--- config.mk ---
export PLATFORM = sky130hd
export DESIGN_NAME = sc_io_bridge
export DESIGN_NICKNAME = d
export VERILOG_FILES = /design/src/rtl/sc_io_bridge.sv
export SDC_FILE = /design/constraint.sdc
export NUM_CORES = 1
export LEC_CHECK = 0
export CAP_MARGIN = 20
export CORE_MARGIN = 5
export CORE_UTILIZATION = 43
export CTS_CLUSTER_DIAMETER = 100
export DETAILED_ROUTE_END_ITERATION = 6
export MAX_ROUTING_LAYER = met4
export PLACE_DENSITY = 0.74
export SLEW_MARGIN = 25
export SYNTH_ARGS = -nofsm -noshare
export SYNTH_HDL_FRONTEND = slang
export SYNTH_SLANG_ARGS = --single-unit
--- constraint.sdc ---
create_clock -name clock -period 1.4 [get_ports clock]
set_clock_uncertainty 0.05 [all_clocks]
set_input_delay 0.14 -clock clock [delete_from_list [all_inputs] [get_ports clock]]
set_output_delay 0.14 -clock clock [all_outputs]
set_load 0.05 [all_outputs]
--- src/rtl/sc_io_bridge.sv ---
`timescale 1ns/1ps
// sc_io_bridge: memory-mapped I/O bridge between the CPU data bus and data memory.
// Ports: clock/resetn; addr, wdata, we from the CPU; mem_rdata in / mem_we out to data memory;
// rdata back to the CPU; in_port (async inputs), out_port (registered outputs),
// out_strobe (per-port write pulse), irq (masked sticky change flags).
module sc_io_bridge #(
   parameter int DATA_W     = 32,
   parameter int ADDR_W     = 32,
   parameter int N_OUT      = 3,
   parameter int N_IN       = 2,
   parameter int IO_SEL_BIT = 7
) (
   input  logic                    clock,
   input  logic                    resetn,
   input  logic [ADDR_W-1:0]       addr,
   input  logic [DATA_W-1:0]       wdata,
   input  logic                    we,
   input  logic [DATA_W-1:0]       mem_rdata,
   output logic                    mem_we,
   output logic [DATA_W-1:0]       rdata,
   input  logic [N_IN*DATA_W-1:0]  in_port,
   output logic [N_OUT*DATA_W-1:0] out_port,
   output logic [N_OUT-1:0]        out_strobe,
   output logic                    irq
);

   localparam logic [4:0] IDX_MASK = 5'd30;
   localparam logic [4:0] IDX_FLAG = 5'd31;
   localparam logic [4:0] IDX_IN0  = 5'd16;

   logic             io_sel;
   logic [4:0]       idx;
   logic             io_wr;
   logic             unused_addr;

   logic [DATA_W-1:0] out_q  [N_OUT];
   logic [N_OUT-1:0]  out_hit;
   logic [N_OUT-1:0]  strobe_q;

   logic [DATA_W-1:0] in_w   [N_IN];
   logic [DATA_W-1:0] sync1  [N_IN];
   logic [DATA_W-1:0] sync2  [N_IN];
   logic [DATA_W-1:0] prev   [N_IN];

   logic [N_IN-1:0]   chg;
   logic [N_IN-1:0]   clr;
   logic [N_IN-1:0]   flags;
   logic [N_IN-1:0]   irq_mask;
   logic              mask_wr;

   logic [DATA_W-1:0] io_rdata;

   // Only the select bit and the word index matter; the rest is decoded elsewhere.
   assign unused_addr = ^addr;

   assign io_sel  = addr[IO_SEL_BIT];
   assign idx     = addr[6:2];
   assign io_wr   = we & io_sel;
   assign mem_we  = we & ~io_sel;
   assign mask_wr = io_wr & (idx == IDX_MASK);

   // Port packing / unpacking.
   for (genvar k = 0; k < N_OUT; k++) begin : g_out
      assign out_hit[k] = io_wr & (idx == 5'(k));
      assign out_port[k*DATA_W +: DATA_W] = out_q[k];
   end

   for (genvar k = 0; k < N_IN; k++) begin : g_in
      assign in_w[k] = in_port[k*DATA_W +: DATA_W];
      assign chg[k]  = |(sync2[k] ^ prev[k]);
   end

   // Write-1-to-clear only applies to a store aimed at the flag word.
   assign clr = (io_wr & (idx == IDX_FLAG)) ? wdata[N_IN-1:0] : '0;

   // Output ports and their one-cycle strobes.
   always_ff @(posedge clock or negedge resetn) begin
      if (!resetn) begin
         for (int k = 0; k < N_OUT; k++) out_q[k] <= '0;
         strobe_q <= '0;
      end else begin
         for (int k = 0; k < N_OUT; k++)
            if (out_hit[k]) out_q[k] <= wdata;
         strobe_q <= out_hit;
      end
   end

   assign out_strobe = strobe_q;

   // Two-flop synchroniser plus a history register for edge detection.
   always_ff @(posedge clock or negedge resetn) begin
      if (!resetn) begin
         for (int k = 0; k < N_IN; k++) begin
            sync1[k] <= '0;
            sync2[k] <= '0;
            prev[k]  <= '0;
         end
      end else begin
         for (int k = 0; k < N_IN; k++) begin
            sync1[k] <= in_w[k];
            sync2[k] <= sync1[k];
            prev[k]  <= sync2[k];
         end
      end
   end

   // Sticky flags: a new change on the same edge as a clear keeps the flag set.
   always_ff @(posedge clock or negedge resetn) begin
      if (!resetn) begin
         flags    <= '0;
         irq_mask <= '0;
      end else begin
         flags <= (flags & ~clr) | chg;
         if (mask_wr) irq_mask <= wdata[N_IN-1:0];
      end
   end

   assign irq = |(flags & irq_mask);

   // Read mux sees only registered state, so loads have zero latency.
   always_comb begin
      io_rdata = '0;
      for (int k = 0; k < N_OUT; k++)
         if (idx == 5'(k)) io_rdata = out_q[k];
      for (int k = 0; k < N_IN; k++)
         if (idx == IDX_IN0 + 5'(k)) io_rdata = sync2[k];
      if (idx == IDX_MASK) io_rdata[N_IN-1:0] = irq_mask;
      if (idx == IDX_FLAG) io_rdata[N_IN-1:0] = flags;
   end

   assign rdata = io_sel ? io_rdata : mem_rdata;

endmodule

==> metrics.yaml, run 1 <==
cts_sinks: 295
grt_pass1_wl_um: 66500
drt_iter0_markers: 779
htree_num_levels: 1
yosysTopAreaCellShare_pct: 68.4
antenna_left: 0
synth_nets: 919
cts_tree: "done"
ys_seq_elements: 295
post-route-drc-count: 0
grt_pass1_vias: 10239
worstMarginPinSlew_ps: 572
fill_cells: 1065
required_ps: 1210
antenna_found_initial: 4
synth_area_mm2: 0.0108
yosysUniqueCellTypes: 35
leakagePower_uw: 0.00900
yosysTopAreaCell: "dfrtp_1"
clock-root-buffer: "clkbuf_16"
routed_wl_um: 48800
maxCapViolCount: 0
peakVddDrop_v: 0.000917
p_per_area_mw_per_mm2: 1230
finalHoldViolations: 0
path_cells: "nor2_2, o221a_1, a221o_1, a31oi_4, buf_12"
synthArstFlopShare_pct: 100
min_period_ps: 2250
clock_latency_ps: 560
synth_enable_flop_cells: 0
syn_inst: 756
die_area_mm2: 0.0284
synth.area.top_cells: "dfrtp_1 68%, mux2_2 9.1%, xor2_1 5.2%"
fmax_mhz: 445
whs_ps: 1.52
initial_core_util_pct: 43.2
row_count: 58
cp_top_family: "compound AO/OA/AOI/OAI gates"
portBuffers: 269
die_y_um: 168
slew_violations: 0
clk_path_buf_depth: 3
dp_hpwl_um: 26700
setup_viol: 194
drtPass1Iterations: 6
cts_buffers: 30
ys_seq_area_share_pct: 68.4
yosysWarnings: 0
grt_util_all_layers_pct: 32.1
worst_path_max_delay_cell: "dfrtp_1"
io_pins: 296
setup.worst_path.end_class: "output pin"
crit_fanout: 2
nets: 1464
rsz0062_at_grt: "true"
worstPathArrival_ps: 2060
post-route-period-util_pct: 161
synth_flop_cell: "dfrtp_1"
drive_gt1_share_pct: 55.1
violations: "setup timing"
syn_to_final_growth_pct: 96.0
slowest_delay_ps: 420
die-width_um: 168
post-place-ws_ps: -943
timing_worst_setup_path_type: "flip-flop to output pin"
path_buf_inv: 1
wl_per_cell_um: 29.4
status: "complete, but fails checks"
worst_setup_path_start_kind: "flip-flop"
worst_slack_ps: -849
cts.clk_slew.worst_paths_ps: 60
grt-ovfl-total: 0
relSlewSlack_pct: 61.5
power_uw: 26000
vias_per_cell: 5.67
vias: 9401
syn_area_per_cell_um2: 14.3
grt_max_degree: 49
core_mm2: 0.0250
gp_congestion: 0.839
hold_path_class: "input port to flip-flop"
[synthesized netlist by cell type (2+ instances only)]
master and n:
nand2_1 34, mux2_2 87, a2bb2oi_1 2, nand3_1 34, o2bb2ai_1 30, nand2b_1 2, o21ai_0 32, nor2b_1 3
nor2_1 2, a221o_1 2, buf_2 11, nand4_1 7, a31oi_1 33, o221a_1 2, dfrtp_1 295, mux2_1 11
nor3b_1 3, nor3_1 2, clkbuf_1 32, nor4_1 16, and3_1 2, o22ai_1 34, a211o_1 2, or2_2 2
inv_1 3, xor2_1 64
[area by class of cell]
cell class              count  area (um2)  share of cell area [%]
clock buffers              41         893                    4.22
multi-input cells         415        5110                    24.1
flip-flops and latches    295        7430                    35.1
clock inverters            14         225                    1.06
inverters                   3        11.3                  0.0532
well taps                 330         413                    1.95
repair buffers            556        7060                    33.4
diodes                      4        10.0                  0.0473
[logic make-up (layout without fill, tap and decap cells)]
family          Yosys count  count (layout)  share of synthesized area (%)
flops                   295             295                           68.4
compound gates          138             138                           8.60
simple gates            115             115                           5.87
mux                      98              98                           10.2
xor+xnor                 64              64                           5.19
buf+inv                  46             614                           1.73
other cells               0               4                              0
[timing repair]
action	in CTS	in global routing
endpoints found under the hold margin	349	1
endpoints found under the setup margin	199	175
gates cloned	11	7
resized for setup	246	121
hold buffers	55	1
buffers inserted	41	44
pin swaps	67	47
[worst paths after layout]
check                                    start                       end  slack, ps  cells past startpoint
max                        sync2[32]$_DFF_PN0_                  rdata[0]       -850                      5
min                                in_port[31]       sync1[63]$_DFF_PN0_          2                      1
max reg2reg                sync2[32]$_DFF_PN0_        flags[0]$_DFF_PN0_       -410                      5
min reg2reg                sync1[55]$_DFF_PN0_       sync2[55]$_DFF_PN0_        300                      0
max in group asynchronous               resetn  out_port[92]$_DFFE_PN0P_        610                      3
min in group asynchronous               resetn       sync2[40]$_DFF_PN0_         50                      2
[per-layer routing]
metal,vias up,GRT usage [%],part of all wire [%]
met1,4823,39.0,38
met4,0,11.9,5.8
met3,193,7.42,7.1
met2,550,52.7,49
met5,-,-,0
li1,3835,-,-
[registers in the layout (all words and copies together), names as in the netlist]
register	cells
out_strobe	3
sync1	64
prev	64
out_port	96
sync2	64
irq_mask	2
flags	2
[per-stage QoR]
step	utilization (%)	cells	TNS, ps	area, um2
final	84.8	1658	-32420	21200
after detailed placement	68.7	1487	-96460	17200
after global routing	84.8	1658	-36110	21200
after global placement	68.7	1487	-91830	17200
after CTS	81.8	1624	-24420	20400
after floorplan	-	756	-12070	11800
[worst register-to-register path, delay by kind of cell (launching register included)]
kind,cells,cell delay [ps]
AO/OA/AOI/OAI,1,300
XOR/XNOR,1,160
AND/OR/NAND/NOR,2,590
buffers and inverters,1,170
flip-flops,1,430
[power by group]
part	switching [uW]	internal, uW
Clock	3570	5550
Sequential	827	9220
Combinational	3400	3450
[layout by cell type (no fill, tap or decap), drive strengths merged, types with 2 or more instances in the layout]
| cell | instances |
|---|---|
| a211o | 2 |
| a221o | 2 |
| a2bb2oi | 2 |
| a31oi | 33 |
| and3 | 2 |
| buf | 362 |
| bufinv | 6 |
| clkbuf | 49 |
| clkdlybuf4s50 | 129 |
| clkinv | 6 |
| clkinvlp | 2 |
| dfrtp | 295 |
| diode | 4 |
| dlygate4sd3 | 56 |
| inv | 3 |
| mux2 | 98 |
| nand2 | 34 |
| nand2b | 2 |
| nand3 | 34 |
| nand4 | 8 |
| nor2 | 3 |
| nor2b | 3 |
| nor3 | 3 |
| nor3b | 3 |
| nor4 | 17 |
| o21ai | 32 |
| o221a | 2 |
| o22ai | 34 |
| o2bb2ai | 30 |
| or2 | 2 |
| or4b | 2 |
| xor2 | 64 |
No activity file was read; power rests on OpenSTA's default activity.
==> run 2: changes to the inputs <==
--- a/config.mk
+++ b/config.mk
@@ -10,6 +10,7 @@
 export CORE_UTILIZATION = 43
 export CTS_CLUSTER_DIAMETER = 100
 export DETAILED_ROUTE_END_ITERATION = 6
+export GPL_TIMING_DRIVEN = 0
 export MAX_ROUTING_LAYER = met4
 export PLACE_DENSITY = 0.74
 export SLEW_MARGIN = 25
==> run 2 against run 1 <==
Against the previous run: the flow still finishes with violations (setup timing); clock power rose by 1%; largest power group unchanged; combinational power shrank 28%; non-clock buffer count decreased by 167.
==> metrics.yaml, run 2 (same netlist as run 1, synthesis figures left out) <==
worst_setup_path_start_kind: "input port"
mostFrequentLayoutCells: "265 x dfrtp_1, 128 x clkdlybuf4s50_1, 92 x buf_6, 73 x mux2_2, 62 x xor2_1"
maxCapViolCount: 0
dp_hpwl_um: 24200
hold_path_depth: 1
peakVddDrop_v: 0.00138
setup_viol: 40
violations: "setup timing"
post-route-period-util_pct: 149
die_y_um: 168
dpl_cell_area_mm2: 0.0150
leakagePower_uw: 0.00753
htree_num_levels: 1
required_ps: 1210
pwr-share-comb_pct: 20.4
post-route-drc-count: 0
largest_reg_flops: 96
slew_violations: 0
path_buf_inv: 3
min_period_ps: 2080
rsz0062_at_grt: "true"
initial_core_util_pct: 43.2
syn_to_final_growth_pct: 67.2
vias: 7864
nets: 1298
worst_path_max_delay_cell: "or4b_2"
drtPass1Iterations: 4
routed_wl_um: 35800
grt_util_all_layers_pct: 25.3
grt_max_degree: 96
die-width_um: 168
cts_sinks: 295
grt_pass1_vias: 8473
portBuffers: 267
worst-path-stages: 7
cts_tree: "done"
p_seq_share_pct: 41.3
relSlewSlack_pct: 64.7
hold_path_class: "input port to flip-flop"
power_frac_clock_pct: 38.3
antenna_found_initial: 2
reg2regPathDepth: 4
swShare_pct: 29.0
cp_top_family: "simple AND/OR/NAND/NOR gates"
drt_iter0_markers: 518
fin_area_mm2: 0.0180
finalHoldViolations: 0
row_count: 58
clk_path_buf_depth: 3
drive_gt1_share_pct: 47.9
final_common_cell: "dfrtp_1"
core_mm2: 0.0250
tns_ps: -14080
vias_per_cell: 5.27
worstPathArrival_ps: 1890
grt_pass1_wl_um: 53100
wl_per_cell_um: 24.0
setup.worst_path.end_class: "output pin"
fmax_mhz: 480
die_area_mm2: 0.0284
status: "complete, but fails checks"
power_uw: 24000
path_cells: "buf_2, buf_4, or4b_2, o22ai_1, a221o_1, a31oi_4, buf_8"
io_pins: 296
p_sw_uw: 6960
clock_latency_ps: 550
gp_congestion: 0.878
crit_fanout: 10
grt-ovfl-total: 0
timing_worst_setup_path_type: "input port to output pin"
p_per_area_mw_per_mm2: 1330
worst_slack_ps: -684
antenna_left: 0
clock-root-buffer: "clkbuf_16"
cts_buffers: 31
cts.clk_slew.worst_paths_ps: 60
worstMarginPinSlew_ps: 530
cell_internal_pwr_uw: 17100
slowest_delay_ps: 690
## run 2: worst paths after layout
path	from	end	slack, ps
setup reg to reg	sync2[40]$_DFF_PN0_	flags[0]$_DFF_PN0_	-180
setup / recovery	addr[3]	rdata[0]	-680
max in group asynchronous	resetn	out_port[82]$_DFFE_PN0P_	300
hold reg to reg	sync1[55]$_DFF_PN0_	sync2[55]$_DFF_PN0_	290
min in group asynchronous	resetn	prev[29]$_DFF_PN0_	20
hold / removal	in_port[2]	sync1[34]$_DFF_PN0_	8
## run 2: what timing repair did
| action | CTS | global route |
|---|---|---|
| pin swaps | 59 | 37 |
| resized for setup | 1013 | 110 |
| cloned | 3 | 1 |
| endpoints found under the hold margin | 254 | 0 |
| hold buffers | 54 | 0 |
| buffers inserted | 10 | 8 |
| endpoints found under the setup margin | 236 | 172 |
## run 2: stage by stage
step	hold WS [ps]	worst slack, ps	utilization [%]	std cells
2_1_floorplan	-206	-401	-	756
3_3_place_gp	282	-13290	59.6	1353
3_5_place_dp	2.74	-2090	60.0	1356
4_1_cts	3.68	-702	70.1	1480
5_1_grt	3.35	-761	72.3	1491
6_report	7.66	-684	72.3	1491
## run 2: power by group through the flow
stage | registers, uW | logic [uW] | clock network [uW]
2_1_floorplan | 11100 | 1250 | 0
3_3_place_gp | 9880 | 4320 | 0
3_5_place_dp | 9890 | 4370 | 0
4_1_cts | 9830 | 4680 | 9310
5_1_grt | 9980 | 5110 | 9700
6_report | 9910 | 4900 | 9210
## run 2: layout make-up
cell class | instances | area, um2
inverters | 3 | 11.3
plain buffers | 43 | 445
clock buffers | 36 | 815
repair buffers | 346 | 3600
clock inverters | 21 | 335
flip-flops and latches | 295 | 7420
multi-input cells | 415 | 5000
diodes | 2 | 5.00
fillers | 1605 | 6920
well taps | 330 | 413
## run 2: per-layer routing
layer  global-route usage, %  up-vias  part of all wire, %
met5                       -        -                    0
met4                    6.39        0                  3.2
met3                    4.79       70                  6.2
met2                    40.9      267                   49
met1                    33.4     4025                   42
li1                        -     3502                    -
